File: config.mk
export PLATFORM = sky130hd
export DESIGN_NAME = uart_rx_byte
export DESIGN_NICKNAME = d
export VERILOG_FILES = /design/src/rtl/uart_rx_byte.sv
export SDC_FILE = /design/constraint.sdc
export NUM_CORES = 1
export LEC_CHECK = 0
export ABC_CLOCK_PERIOD_IN_PS = 2260
export CAP_MARGIN = 40
export CORE_ASPECT_RATIO = 2
export CORE_UTILIZATION = 45
export CTS_CLUSTER_DIAMETER = 120
export DETAILED_ROUTE_END_ITERATION = 10
export PLACE_DENSITY_LB_ADDON = 0.2
export SETUP_SLACK_MARGIN = 0.2
export SKIP_CTS_REPAIR_TIMING = 1
export SYNTH_ARGS = -nofsm -noshare
export SYNTH_HDL_FRONTEND = slang
export SYNTH_SLANG_ARGS = --single-unit
File: constraint.sdc
create_clock -name clk -period 2.26 [get_ports clk]
set_input_delay 0.226 -clock clk [delete_from_list [all_inputs] [get_ports clk]]
set_output_delay 0.226 -clock clk [all_outputs]
set_load 0.1 [all_outputs]
File: src/rtl/uart_rx_byte.sv
// uart_rx_byte -- asynchronous serial receiver (8N1, LSB first).
// Synchronises the rx line, detects start bits, samples each bit at mid-period,
// checks the stop bit and hands completed bytes to the consumer through a
// valid/ready holding register.
// Optional feature: define UART_RX_PARITY_EN to receive 8E1 frames.
// This adds a PARITY state and a parity_err_o output pulse.
module uart_rx_byte #(
    parameter int CLK_DIV   = 16,
    parameter int DATA_BITS = 8
) (
    input  logic                 clk,
    input  logic                 rst_n,
    input  logic                 rx_i,
    output logic [DATA_BITS-1:0] data_o,
    output logic                 valid_o,
    input  logic                 ready_i,
    output logic                 frame_err_o,
    output logic                 overrun_o,
    output logic                 busy_o
`ifdef UART_RX_PARITY_EN
    ,
    output logic                 parity_err_o
`endif
);

    localparam int CNT_W = $clog2(CLK_DIV);
    localparam int BIT_W = $clog2(DATA_BITS + 1);

    localparam logic [CNT_W-1:0] CNT_ZERO  = {CNT_W{1'b0}};
    localparam logic [CNT_W-1:0] CNT_ONE   = CNT_W'(32'd1);
    // First wait lands on the middle of the start bit, later waits span a full bit.
    localparam logic [CNT_W-1:0] HALF_LOAD = CNT_W'(CLK_DIV / 2 - 1);
    localparam logic [CNT_W-1:0] FULL_LOAD = CNT_W'(CLK_DIV - 1);
    localparam logic [BIT_W-1:0] BIT_ZERO  = {BIT_W{1'b0}};
    localparam logic [BIT_W-1:0] BIT_ONE   = BIT_W'(32'd1);
    localparam logic [BIT_W-1:0] LAST_IDX  = BIT_W'(DATA_BITS - 1);

    typedef enum logic [2:0] {
        S_IDLE      = 3'd0,
        S_START     = 3'd1,
        S_DATA      = 3'd2,
        S_PARITY    = 3'd3,
        S_STOP      = 3'd4,
        S_WAIT_IDLE = 3'd5
    } state_t;

`ifdef UART_RX_PARITY_EN
    // Even parity: data bits plus parity bit must XOR to zero.
    function automatic logic even_parity_bad(input logic [DATA_BITS-1:0] data,
                                             input logic                 par);
        return (^data) ^ par;
    endfunction
`endif

    // Synchroniser and state registers
    logic                 sync1_r;
    logic                 sync2_r;
    logic                 rx_s;
    state_t               state_r;
    state_t               state_nx_s;
    logic [CNT_W-1:0]     cnt_r;
    logic [CNT_W-1:0]     cnt_nx_s;
    logic [BIT_W-1:0]     bit_idx_r;
    logic [BIT_W-1:0]     bit_idx_nx_s;
    logic [DATA_BITS-1:0] shift_r;
    logic [DATA_BITS-1:0] shift_nx_s;
    logic [DATA_BITS-1:0] data_r;
    logic [DATA_BITS-1:0] data_nx_s;
    logic                 valid_r;
    logic                 valid_nx_s;
    logic                 frame_err_r;
    logic                 frame_err_nx_s;
    logic                 overrun_r;
    logic                 overrun_nx_s;
    logic                 busy_r;
    logic                 busy_nx_s;
    logic                 tick_s;
    logic                 last_bit_s;
`ifdef UART_RX_PARITY_EN
    logic                 par_bad_r;
    logic                 par_bad_nx_s;
    logic                 parity_err_r;
    logic                 parity_err_nx_s;
`endif

    assign rx_s       = sync2_r;
    assign tick_s     = (cnt_r == CNT_ZERO);
    assign last_bit_s = (bit_idx_r == LAST_IDX);

    // Two-flop synchroniser for the asynchronous rx line (resets to idle-high)
    always_ff @(posedge clk or negedge rst_n) begin
        if (!rst_n) begin
            sync1_r <= 1'b1;
            sync2_r <= 1'b1;
        end else begin
            sync1_r <= rx_i;
            sync2_r <= sync1_r;
        end
    end

    // FSM state register
    always_ff @(posedge clk or negedge rst_n) begin
        if (!rst_n) begin
            state_r <= S_IDLE;
        end else begin
            state_r <= state_nx_s;
        end
    end

    // FSM next-state logic
    always_comb begin
        state_nx_s = state_r;
        case (state_r)
            S_IDLE: begin
                if (!rx_s) state_nx_s = S_START;
                else       state_nx_s = S_IDLE;
            end
            S_START: begin
                // A high line at mid start bit was only a glitch.
                if (tick_s) state_nx_s = rx_s ? S_IDLE : S_DATA;
                else        state_nx_s = S_START;
            end
            S_DATA: begin
`ifdef UART_RX_PARITY_EN
                if (tick_s && last_bit_s) state_nx_s = S_PARITY;
                else                      state_nx_s = S_DATA;
`else
                if (tick_s && last_bit_s) state_nx_s = S_STOP;
                else                      state_nx_s = S_DATA;
`endif
            end
`ifdef UART_RX_PARITY_EN
            S_PARITY: begin
                if (tick_s) state_nx_s = S_STOP;
                else        state_nx_s = S_PARITY;
            end
`endif
            S_STOP: begin
                if (tick_s) state_nx_s = rx_s ? S_IDLE : S_WAIT_IDLE;
                else        state_nx_s = S_STOP;
            end
            S_WAIT_IDLE: begin
                // Hold off until the line is released so a break is not seen as a start.
                if (rx_s) state_nx_s = S_IDLE;
                else      state_nx_s = S_WAIT_IDLE;
            end
            default: state_nx_s = S_IDLE;
        endcase
    end

    // Datapath and output next values driven by the current state
    always_comb begin
        cnt_nx_s       = (cnt_r != CNT_ZERO) ? (cnt_r - CNT_ONE) : CNT_ZERO;
        bit_idx_nx_s   = bit_idx_r;
        shift_nx_s     = shift_r;
        data_nx_s      = data_r;
        // The consumer's acceptance drops valid unless a new byte loads below.
        valid_nx_s     = (valid_r && ready_i) ? 1'b0 : valid_r;
        frame_err_nx_s = 1'b0;
        overrun_nx_s   = 1'b0;
        busy_nx_s      = (state_nx_s != S_IDLE);
`ifdef UART_RX_PARITY_EN
        par_bad_nx_s    = par_bad_r;
        parity_err_nx_s = 1'b0;
`endif
        case (state_r)
            S_IDLE: begin
                if (!rx_s) begin
                    cnt_nx_s     = HALF_LOAD;
                    bit_idx_nx_s = BIT_ZERO;
                end else begin
                    cnt_nx_s     = CNT_ZERO;
                end
            end
            S_START: begin
                if (tick_s && !rx_s) begin
                    cnt_nx_s     = FULL_LOAD;
                    bit_idx_nx_s = BIT_ZERO;
                end else begin
                    bit_idx_nx_s = bit_idx_r;
                end
            end
            S_DATA: begin
                if (tick_s) begin
                    // LSB arrives first, so shift in from the top.
                    shift_nx_s   = {rx_s, shift_r[DATA_BITS-1:1]};
                    bit_idx_nx_s = bit_idx_r + BIT_ONE;
                    cnt_nx_s     = FULL_LOAD;
                end else begin
                    shift_nx_s   = shift_r;
                end
            end
`ifdef UART_RX_PARITY_EN
            S_PARITY: begin
                if (tick_s) begin
                    par_bad_nx_s = even_parity_bad(shift_r, rx_s);
                    cnt_nx_s     = FULL_LOAD;
                end else begin
                    par_bad_nx_s = par_bad_r;
                end
            end
`endif
            S_STOP: begin
                if (tick_s) begin
                    cnt_nx_s = CNT_ZERO;
`ifdef UART_RX_PARITY_EN
                    parity_err_nx_s = par_bad_r;
`endif
                    if (rx_s) begin
                        if (!valid_r || ready_i) begin
                            data_nx_s  = shift_r;
                            valid_nx_s = 1'b1;
                        end else begin
                            // Holding register still full: keep the old byte.
                            overrun_nx_s = 1'b1;
                        end
                    end else begin
                        frame_err_nx_s = 1'b1;
                    end
                end else begin
                    data_nx_s = data_r;
                end
            end
            S_WAIT_IDLE: begin
                cnt_nx_s = CNT_ZERO;
            end
            default: begin
                cnt_nx_s = CNT_ZERO;
            end
        endcase
    end

    // Datapath and registered output flops
    always_ff @(posedge clk or negedge rst_n) begin
        if (!rst_n) begin
            cnt_r       <= CNT_ZERO;
            bit_idx_r   <= BIT_ZERO;
            shift_r     <= {DATA_BITS{1'b0}};
            data_r      <= {DATA_BITS{1'b0}};
            valid_r     <= 1'b0;
            frame_err_r <= 1'b0;
            overrun_r   <= 1'b0;
            busy_r      <= 1'b0;
`ifdef UART_RX_PARITY_EN
            par_bad_r    <= 1'b0;
            parity_err_r <= 1'b0;
`endif
        end else begin
            cnt_r       <= cnt_nx_s;
            bit_idx_r   <= bit_idx_nx_s;
            shift_r     <= shift_nx_s;
            data_r      <= data_nx_s;
            valid_r     <= valid_nx_s;
            frame_err_r <= frame_err_nx_s;
            overrun_r   <= overrun_nx_s;
            busy_r      <= busy_nx_s;
`ifdef UART_RX_PARITY_EN
            par_bad_r    <= par_bad_nx_s;
            parity_err_r <= parity_err_nx_s;
`endif
        end
    end

    assign data_o      = data_r;
    assign valid_o     = valid_r;
    assign frame_err_o = frame_err_r;
    assign overrun_o   = overrun_r;
    assign busy_o      = busy_r;
`ifdef UART_RX_PARITY_EN
    assign parity_err_o = parity_err_r;
`endif

endmodule

==> flow_metrics.py <==
metrics = {
    "cells_and_area": {
        "syn_to_final_growth_pct": 17.2,
        "antenna_cells": 0,
        "drive_above_1_share": 0.289,
        "seq_area_um2": 828,
        "mostFrequentLayoutCell": "dfrtp_1",
        "fin_cells": 197,
        "most-common-layout-cells": "dfrtp_1, nand2_1, buf_4, mux2_2, nor2_1",
        "fin_area_um2": 1810,
        "fill_cells": 294,
        "num-nets-final": 172,
        "multi_input_area_um2": 658,
    },
    "clock_tree": {
        "worstSkewPairLatency_ns": 0.28,
        "clk_pin_slew_ns": 0.07,
        "cts.sinks": 33,
        "cts_buffers": 5,
        "cts-root-buf": "clkbuf_8",
        "htree_num_levels": 2,
        "clock_path_buffers": 2,
        "tritoncts": "done",
    },
    "pwr": {
        "p_leak_nw": 0.873,
        "power_mw": 1.64,
        "vdd.ir_drop.worst_mv": 0.645,
        "p_per_area_nw_per_um2": 905,
    },
    "route": {
        "dr.pass1.iters": 7,
        "wl_per_cell_um": 15.5,
        "ant_nets": 0,
        "viasPerCell": 5.77,
        "drc": 2,
        "drtIter0Drc": 30,
        "postRouteWirelength_um": 3060,
        "vias": 1136,
    },
    "timing": {
        "max_freq_ghz": 0.501,
        "worst_pin_slew_ns": 0.473,
        "maxSlewViolCount": 0,
        "setup_viol": 0,
        "fin_crit_ns": 2.00,
        "finalHoldViolCount": 0,
        "rsz0062_at_grt": "no",
        "slew_headroom": 0.685,
        "totalNegativeSetupSlack_ns": 0,
        "fin_skew_ns": 0.00691,
        "whs_ns": 0.340,
        "period_share": 0.883,
    },
    "synthesis": {
        "netlist_instances": 140,
        "synth_ff_type": "dfrtp_1",
        "synth.cell_area_um2": 1550,
        "yosysWarnings": 0,
        "synth_nets": 147,
        "synth-seq-cells": 33,
        "synth-edff-count": 0,
        "postSynth.asyncResetShare": 1.00,
        "syn_area_per_cell_um2": 11.0,
        "ys_seq_area_frac": 0.536,
        "ys_types": 38,
    },
    "placed_design": {
        "place.gp.congestion": 0.869,
        "post_dp_cell_area_um2": 1700,
        "io_buffers": 15,
        "placed_cells": 185,
        "place_hpwl_um": 2150,
    },
    "floorplan": {
        "die_h_um": 84.9,
        "row_count": 29,
        "die_w_um": 43.4,
        "dieArea_um2": 3690,
        "ios": 16,
        "initial_core_util": 0.478,
        "core-area_um2": 3230,
    },
    "setup_path": {
        "start_kind": "flop",
        "crit_arrival_ns": 2.15,
        "cp_max_fo": 6,
        "critical_path_required_ns": 2.41,
        "crit_type": "flop to flop",
        "cp-end-kind": "flop",
    },
    "global_route": {
        "grt_pass1_wl_um": 5030,
        "antenna_found_initial": 0,
        "grt_max_degree": 34,
        "track_usage": 0.183,
        "overflow": 0,
        "grt_pass1_vias": 1141,
    },
    "status": {
        "status": "finished with violations",
        "violations": "DRC",
    },
    "min_path": {
        "hp-class": "input port to async pin",
    },
    "flow_run": {
        "max_cap_violations": 0,
    },
}
[flip-flops by register name (all words and copies together) (netlist names)]
name         cells
bit_idx_r        4
busy_o           1
cnt_r            4
data_o           8
frame_err_o      1
overrun_o        1
rx_s             1
shift_r          8
state_r          3
sync1_r          1
valid_o          1
[cell type report]
cell class,count,area share
clock buffers,7,0.0421
multi-input cells,96,0.363
clock inverters,1,0.00414
repair buffers,23,0.0994
well taps,31,0.0214
inverters,6,0.0124
flip-flops and latches,33,0.457
[critical path, cell delays in order (launching register included)]
cell     delay [ns]
dfrtp_1        0.43
inv_2          0.09
ha_2           0.19
or3b_4         0.42
a32oi_2        0.28
a31oi_1        0.06
or3_1          0.40
[synthesized netlist by cell type, types with 2 or more instances]
library cell	n	share of area
buf_4	2	0.0097
o21ai_0	5	0.016
nor3_1	4	0.013
o31ai_1	2	0.0097
a21oi_1	2	0.0065
mux2_2	10	0.073
ha_1	3	0.024
or3_1	3	0.012
a211oi_1	4	0.019
a211o_1	2	0.011
inv_1	6	0.015
nor2_1	7	0.017
nand2_1	26	0.063
nor3b_2	2	0.016
a31oi_1	3	0.012
dfrtp_1	31	0.50
o21a_1	3	0.015
dfstp_2	2	0.034
nand2b_1	2	0.0081
nand3_1	2	0.0065
buf_2	2	0.0065
[metal layers]
layer  track usage  up-vias  part of all wire
met2         0.335       21              0.55
met4         0.102        0             0.028
li1              -      548                 -
met3        0.0426        8             0.032
met1         0.178      559              0.39
met5             0        -                 0
[worst paths after layout]
check | endpoint | depth (start not counted) | start | slack (ns)
setup / recovery | cnt_r[1]$_DFF_PN0_ | 6 | cnt_r[0]$_DFF_PN0_ | 0.26
hold / removal | frame_err_o$_DFF_PN0_ | 2 | rst_n | 0.34
setup reg to reg | cnt_r[1]$_DFF_PN0_ | 6 | cnt_r[0]$_DFF_PN0_ | 0.26
hold reg to reg | rx_s$_DFF_PN1_ | 0 | sync1_r$_DFF_PN1_ | 0.35
max in group asynchronous | sync1_r$_DFF_PN1_ | 2 | rst_n | 1.59
min in group clk | rx_s$_DFF_PN1_ | 0 | sync1_r$_DFF_PN1_ | 0.35
[per-stage QoR]
stage,worst slack (ns),util
final,0.265,0.561
after CTS,0.168,0.551
after global routing,0.196,0.561
after detailed placement,0.181,0.525
after floorplan,0.461,-
after global placement,0.293,0.525
[cells by family (layout without fill, tap and decap cells)]
| group | after synthesis | in the layout | share of synthesized area |
|---|---|---|---|
| DFF | 33 | 33 | 0.536 |
| AOI/OAI and AO/OA | 28 | 28 | 0.134 |
| xor gates and xnor gates | 1 | 1 | 0.00567 |
| adders and majority gates | 3 | 3 | 0.0243 |
| buffers and inverters | 11 | 37 | 0.0397 |
| muxes | 10 | 10 | 0.0729 |
| and+or+nand+nor | 54 | 54 | 0.187 |
[power by group]
group          internal, mW  total, mW  switching [mW]
registers             0.653      0.740          0.0869
logic                 0.213      0.476           0.263
clock network         0.218      0.424           0.206
Note: power is estimated with default switching activity, not from simulation.
